===== src/rtl/regfile_write_arbiter.sv =====
// Round-robin arbiter sharing the register file write port among writeback requesters.
// Registers the winning request onto RegWrite/Write_register/Write_Data; flags operand hazards.
module regfile_write_arbiter #(
   parameter int unsigned N_REQ  = 3,
   parameter int unsigned DATA_W = 32,
   parameter int unsigned ADDR_W = 5
) (
   input  logic                    CLK,
   input  logic                    RESET,
   input  logic [N_REQ-1:0]        req_valid,
   output logic [N_REQ-1:0]        req_ready,
   input  logic [N_REQ*ADDR_W-1:0] req_reg,
   input  logic [N_REQ*DATA_W-1:0] req_data,
   input  logic [ADDR_W-1:0]       rs_addr,
   input  logic [ADDR_W-1:0]       rt_addr,
   output logic                    stall_rs,
   output logic                    stall_rt,
   output logic                    RegWrite,
   output logic [ADDR_W-1:0]       Write_register,
   output logic [DATA_W-1:0]       Write_Data,
   output logic [1:0]              grant_id
);

   localparam int unsigned PtrW = (N_REQ > 1) ? $clog2(N_REQ) : 1;

   logic [PtrW-1:0]   ptr_q, ptr_d;
   logic [PtrW-1:0]   grant_idx;
   logic [PtrW-1:0]   cand;
   int unsigned       scan_idx;
   logic              found;
   logic              accept;
   logic [ADDR_W-1:0] sel_reg;
   logic [DATA_W-1:0] sel_data;
   logic              hit_rs, hit_rt;

   // Scan from ptr upward, wrapping, and take the first valid requester.
   always_comb begin
      found     = 1'b0;
      grant_idx = '0;
      scan_idx  = 0;
      cand      = '0;
      for (int unsigned k = 0; k < N_REQ; k++) begin
         scan_idx = (int'(ptr_q) + k) % N_REQ;
         cand     = PtrW'(scan_idx);
         if (!found && req_valid[cand]) begin
            found     = 1'b1;
            grant_idx = cand;
         end
      end
   end

   always_comb begin
      accept   = found && !RESET;
      req_ready = '0;
      if (accept) begin
         req_ready[grant_idx] = 1'b1;
      end
      sel_reg  = req_reg[grant_idx*ADDR_W +: ADDR_W];
      sel_data = req_data[grant_idx*DATA_W +: DATA_W];
      ptr_d    = ptr_q;
      if (accept) begin
         ptr_d = (grant_idx == PtrW'(N_REQ - 1)) ? '0 : grant_idx + 1'b1;
      end
   end

   // Writes to $zero are consumed but never reach the register file.
   always_ff @(posedge CLK or posedge RESET) begin
      if (RESET) begin
         ptr_q          <= '0;
         RegWrite       <= 1'b0;
         Write_register <= '0;
         Write_Data     <= '0;
         grant_id       <= '0;
      end else begin
         ptr_q    <= ptr_d;
         RegWrite <= accept && (sel_reg != '0);
         if (accept) begin
            grant_id <= 2'(grant_idx);
            if (sel_reg != '0) begin
               Write_register <= sel_reg;
               Write_Data     <= sel_data;
            end
         end
      end
   end

   // The in-flight term covers the register file returning the old value on a same-cycle read.
   always_comb begin
      hit_rs = RegWrite && (Write_register == rs_addr);
      hit_rt = RegWrite && (Write_register == rt_addr);
      for (int unsigned i = 0; i < N_REQ; i++) begin
         if (req_valid[i] && (req_reg[i*ADDR_W +: ADDR_W] == rs_addr)) begin
            hit_rs = 1'b1;
         end
         if (req_valid[i] && (req_reg[i*ADDR_W +: ADDR_W] == rt_addr)) begin
            hit_rt = 1'b1;
         end
      end
      stall_rs = (rs_addr != '0) && hit_rs;
      stall_rt = (rt_addr != '0) && hit_rt;
   end

endmodule

===== config.mk =====
export PLATFORM = sky130hd
export DESIGN_NAME = regfile_write_arbiter
export DESIGN_NICKNAME = d
export VERILOG_FILES = /design/src/rtl/regfile_write_arbiter.sv
export SDC_FILE = /design/constraint.sdc
export NUM_CORES = 1
export LEC_CHECK = 0
export ABC_AREA = 1
export BUFFER_PORTS_ARGS = -buffer_cell sky130_fd_sc_hd__buf_2
export CORE_MARGIN = 2
export CORE_UTILIZATION = 46
export CTS_CLUSTER_SIZE = 40
export DETAILED_ROUTE_END_ITERATION = 7
export GPL_ROUTABILITY_DRIVEN = 1
export GPL_TIMING_DRIVEN = 0
export PLACE_DENSITY_LB_ADDON = 0.2
export SLEW_MARGIN = 20
export SYNTH_ARGS = -nofsm -noshare
export SYNTH_HDL_FRONTEND = slang
export SYNTH_SLANG_ARGS = --single-unit
export TNS_END_PERCENT = 50

===== constraint.sdc =====
create_clock -name CLK -period 3.36 [get_ports CLK]
set_clock_uncertainty 0.1 [all_clocks]
set_input_delay 0.168 -clock CLK [delete_from_list [all_inputs] [get_ports CLK]]
set_output_delay 0.168 -clock CLK [all_outputs]
set_load 0.01 [all_outputs]

## Word-level counts from Yosys, hierarchy flattened

Cells that the tools add are included.

| storage, ports and cells | value |
|---|---|
| register bits | 42 |
| output and inout port bits | 45 |
| word-level logic and storage cells | 72 |

| cells by class | value |
|---|---|
| add/sub/neg operators | 3 |
| multiply operators | 1 |
| divide/modulo/power cells | 3 |
| $lt $le $gt $ge | 5 |
| equal/unequal tests | 9 |
| shift-type cells | 2 |
| multiplexer cells | 22 |
| reduce and logical (&&, ||, !) cells | 22 |

Operators with widths:

| kind | count |
|---|---|
| 96-bit by 8-bit variable part select with 32-bit output | 1 |
| 32-bit by 2-bit remainder unit with 32-bit output (second input constant) | 2 |
| 5-bit equality test | 8 |
| 2-bit by 2-bit remainder unit with 32-bit output (second input constant) | 1 |
| 1-bit logical AND | 15 |
| 5-bit nonzero test | 3 |
| 15-bit by 6-bit variable part select with 5-bit output | 1 |
| 1-bit 2-to-1 mux | 13 |
| 2-bit by 3-bit less-than comparator with 1-bit output (second input constant) | 4 |
| 2-bit 2-to-1 mux | 4 |
| 1-bit binary-select mux with 2-bit select | 3 |
| 2-bit by 3-bit multiplier with 5-bit output (second input constant) | 1 |
| 2-bit by 1-bit adder with 3-bit output (second input constant) | 1 |
| 2-bit by 2-bit adder with 3-bit output (second input constant) | 1 |
| 1-bit logical NOT | 3 |
| 3-bit 2-to-1 mux | 1 |
| 2-bit by 1-bit adder with 2-bit output (second input constant) | 1 |
| 1-bit demux with 2-bit select | 1 |
| 2-bit equality test (second input constant) | 1 |
| 2-bit by 1-bit >= comparator with 1-bit output (second input constant) | 1 |
| 2-bit AND reduction | 1 |

## Longest topological paths before layout

| logic depth | value |
|---|---|
| depth in word-level cells | 15 |
| gate-level depth with buffers | 19 |

## Worst setup path before layout

No wires, ideal clock.

| timing path | value |
|---|---|
| kind | reg-to-reg |
| start point | register ptr_q[0] |
| end point | register Write_Data[16] |
| library setup time | 117 ps |
| data arrival time | 2269 ps |
| slack | 874 ps |
| cell stages (with the launch flop) | 20 |
| path buffers | 3 |
| period minus slack after synthesis | 2486 ps |
| path through | dfrtp_1 > inv_1 > ha_1 > inv_2 > nand2_1 > nand3_1 > nand2_1 > nand3_1 > nand2_1 > nor2_4 > buf_6 > nand4_2 > nand3_1 > nor2_2 > nand3_4 > nand2_4 > buf_12 > buf_12 > nand2_2 > nand2_1 |

| on the way | value |
|---|---|
| cells in the longest elaborated chain, start to end | 14 |

RTL lines:

| what | line | RTL |
|---|---|---|
| start: declaration | 26 | `logic [PtrW-1:0] ptr_q, ptr_d;` |
| start signal: assignment | 75 | `ptr_q <= ptr_d;` |
| parallel branches: the longest is 14 deep, another holds 32-bit by 2-bit remainder unit with 32-bit output | - |  |
| end signal: assignment | 81 | `Write_Data <= sel_data;` |
| end: declaration | 20 | `output logic [DATA_W-1:0] Write_Data,` |

Parallel ways; which one is timed is not known. The select of a mux whose other input is x is not followed.
A chain may end at the register's enable or synchronous reset.

## Final worst setup path

| timing path | value |
|---|---|
| start point | register ptr_q[0] |
| end point | output port req_ready[0] |

| on the way | value |
|---|---|
| cells in the longest elaborated chain, start to end | 15 |

RTL lines:

| what | line | RTL |
|---|---|---|
| parallel branches: the longest is 14 deep, another holds 32-bit by 2-bit remainder unit with 32-bit output | - |  |
| 3-bit 2-to-1 mux (*) | 55 | `if (accept) begin` |
| end: declaration | 11 | `output logic [N_REQ-1:0] req_ready,` |

Mark *: on every way between the ends. The select of a mux whose other input is x is not followed.

==> flow_summary.json <==
{
  "post-cts-setup-buffers": 0,
  "peakVddDrop_mv": 0.732,
  "leakage_nw": 2.43,
  "die_area_sq_um": 7770,
  "reg2regPathDepth": 16,
  "crit_arrival_ns": 2.79,
  "die_w_um": 88.2,
  "required_ns": 3.09,
  "cts_root_buffer": "clkbuf_8",
  "async_flop_share": 1.00,
  "ys_top_cells_by_area": "dfrtp_1 32%, nand3_1 18%, nand2_1 16%",
  "synth-compound-area-share": 0.114,
  "grt_pass1_wl_um": 17500,
  "grt_pass1_vias": 3717,
  "yosysMostFrequentCell": "nand2_1",
  "startpoint": "ptr_q[0]",
  "hold_path_class": "in -> reg",
  "drt-total-wl_um": 11300,
  "synthTopCellsByCount": "143 x nand2_1, 116 x nand3_1, 42 x dfrtp_1",
  "cp-endpoint": "req_ready[0]",
  "clk_latency_ns": 0.30,
  "routabilityCongestion": 0.986,
  "hold_viol_final": 0,
  "antenna_found_initial": 0,
  "setup_viol": 0,
  "overflow": 0,
  "synthXorXnorAreaFrac": 0.0188,
  "netlist.area_leader.share": 0.323,
  "synthToLayoutAreaGrowth_pct": 34.0,
  "synth_fp_nets": 607,
  "timing.final.crit_share": 0.911,
  "netlist_instances": 477,
  "cts_tree": "built",
  "finalMaxSlewViolations": 0,
  "core-area_sq_um": 6830,
  "synth_top_flop_cell": "dfrtp_1",
  "io_pins": 171,
  "grt_use_total": 0.288,
  "power_mw": 4.99,
  "yosys.area_share.simple": 0.442,
  "htreeDepth": 2,
  "r2r_end": "Write_Data[7]",
  "die_h_um": 88.2,
  "status": "complete, no violations",
  "synth_edf_count": 0,
  "grt_max_degree": 34,
  "worstPathMaxFanout": 10,
  "numPlacedInstances": 744,
  "synth_warnings": 0,
  "tightest_slew_ns": 0.527,
  "via_per_inst": 5.50,
  "rrSetupSlack_ns": 0.32,
  "final_nets": 785,
  "ant_nets": 0,
  "ys_types": 34,
  "rows": 30,
  "firstDrtPassIters": 5,
  "clock_path_buffers": 2,
  "synth_top_family_by_area": "simple AND/OR/NAND/NOR gates",
  "layout-drive-gt1-share": 0.345,
  "rsz0062_at_grt": "no",
  "mappedNetlistArea_sq_um": 3260,
  "clock-sinks": 42,
  "dp_hpwl_um": 9080,
  "vias": 4137,
  "io_buffer_count": 170,
  "clk_pin_slew_ns": 0.09,
  "wl_per_cell_um": 15.1,
  "synth_mux_area_frac": 0,
  "fin_crit_ns": 3.06,
  "relSlewSlack": 0.649,
  "cap_violations": 0,
  "start_kind": "flip-flop",
  "timing.rr.start": "ptr_q[0]",
  "setup_tns_ns": 0,
  "clock.fmax_ghz": 0.327,
  "n_antenna_cell": 0,
  "start_util": 0.477,
  "end_kind": "output pin",
  "drtIter0Drc": 295,
  "yosys.area_share.adder": 0.0154,
  "cts-buffers-inserted": 5,
  "ys_seq_area_frac": 0.323,
  "p_per_area_nw_per_um2": 1140,
  "drc_errors": 0,
  "synth.largest_area_cell": "dfrtp_1",
  "ys_seq_elements": 42,
  "worst-setup-path-type": "reg -> out",
  "cts-resized-gates": 0,
  "stdcell_count": 752,
  "synth_area_per_cell_sq_um": 6.83
}
routing by layer:
| metal | global-route usage | routed length (um) |
|---|---|---|
| met5 | 0 | 0 |
| met4 | 0.0799 | 217 |
| met3 | 0.0434 | 898 |
| met2 | 0.481 | 5470 |
| met1 | 0.389 | 4740 |
layout by cell type (no fill, tap or decap), types with 2 or more instances in the layout:
cell type / synthesis / final
nand3_1: 116 / 116
nand2_1: 143 / 143
buf_12: 3 / 4
nand4_1: 5 / 5
o22ai_1: 12 / 12
nor2_2: 3 / 3
inv_2: 4 / 5
clkbuf_1: 11 / 11
a21oi_1: 10 / 10
nor2_1: 13 / 13
xor2_1: 3 / 3
ha_1: 4 / 4
nand2_2: 21 / 21
xnor2_1: 4 / 4
nand3_2: 2 / 2
o21ai_0: 9 / 9
buf_2: 7 / 177
a41oi_1: 2 / 2
a22oi_1: 9 / 9
dfrtp_1: 42 / 42
nor3_1: 3 / 3
a221oi_1: 11 / 11
clkbuf_8: 0 / 5
buf_1: 2 / 2
inv_1: 28 / 27
worst min-delay path by stage:
stage | from | to | depth (start not counted)
floorplan | req_data[42] | Write_Data[10] | 4
global placement | Write_Data[30] | Write_Data[30] | 2
detailed placement | RESET | Write_Data[8] | 2
CTS | req_data[63] | Write_Data[31] | 5
global route | req_data[58] | Write_Data[26] | 5
finish | req_data[58] | Write_Data[26] | 5
metrics by stage:
stage	util	setup WS (ns)	cell area [sq um]	hold WS [ns]
2_1_floorplan	-	0.874	3260	0.312
3_3_place_gp	0.619	-0.0295	4230	0.350
3_5_place_dp	0.622	0.384	4250	0.00415
4_1_cts	0.640	0.205	4370	0.0946
5_1_grt	0.639	0.00451	4370	0.105
6_report	0.639	0.299	4370	0.0951
where the power goes:
group	leakage, nW	switching [mW]	internal (mW)
clock	0.0514	0.184	0.222
combinational	1.86	2.32	1.32
sequential	0.524	0.177	0.768
total	2.43	2.68	2.31
worst max-delay path, cell delays in order (launching register included):
cell and delay [ns]:
dfrtp_1 0.39, inv_1 0.09, ha_1 0.40, inv_2 0.09, nand2_1 0.06, nand3_1 0.06
nand2_1 0.10, nand2_1 0.06, inv_1 0.06, nand3_1 0.19, nand2_2 0.25, buf_1 0.38
nand2_1 0.09, nor2_1 0.12, buf_2 0.14
logic make-up (layout without fill, tap and decap cells):
family                   Yosys count  count (layout)
buffers and inverters             57             236
adder cells (fa/ha/maj)            4               4
XOR/XNOR                           7               7
AND/OR/NAND/NOR                  311             311
flip-flops                        42              42
AO/OA/AOI/OAI                     56              56
timing repair:
item	in CTS	in global routing
hold buffers	1	0
hold endpoints to repair	42	0
setup endpoints to repair	0	1
registers in the layout (all words and copies together) (netlist names):
signal,flops
Write_Data,32
RegWrite,1
grant_id,2
ptr_q,2
Write_register,5
final cells by class:
type | instances | area [sq um]
plain buffers | 23 | 151
clock buffers | 6 | 72.6
clock inverters | 2 | 37.5
fillers | 687 | 2470
inverters | 33 | 126
multi-input cells | 378 | 1930
flip-flops and latches | 42 | 1050
well taps | 96 | 120
repair buffers | 172 | 881
No activity file was read; power rests on OpenSTA's default activity.
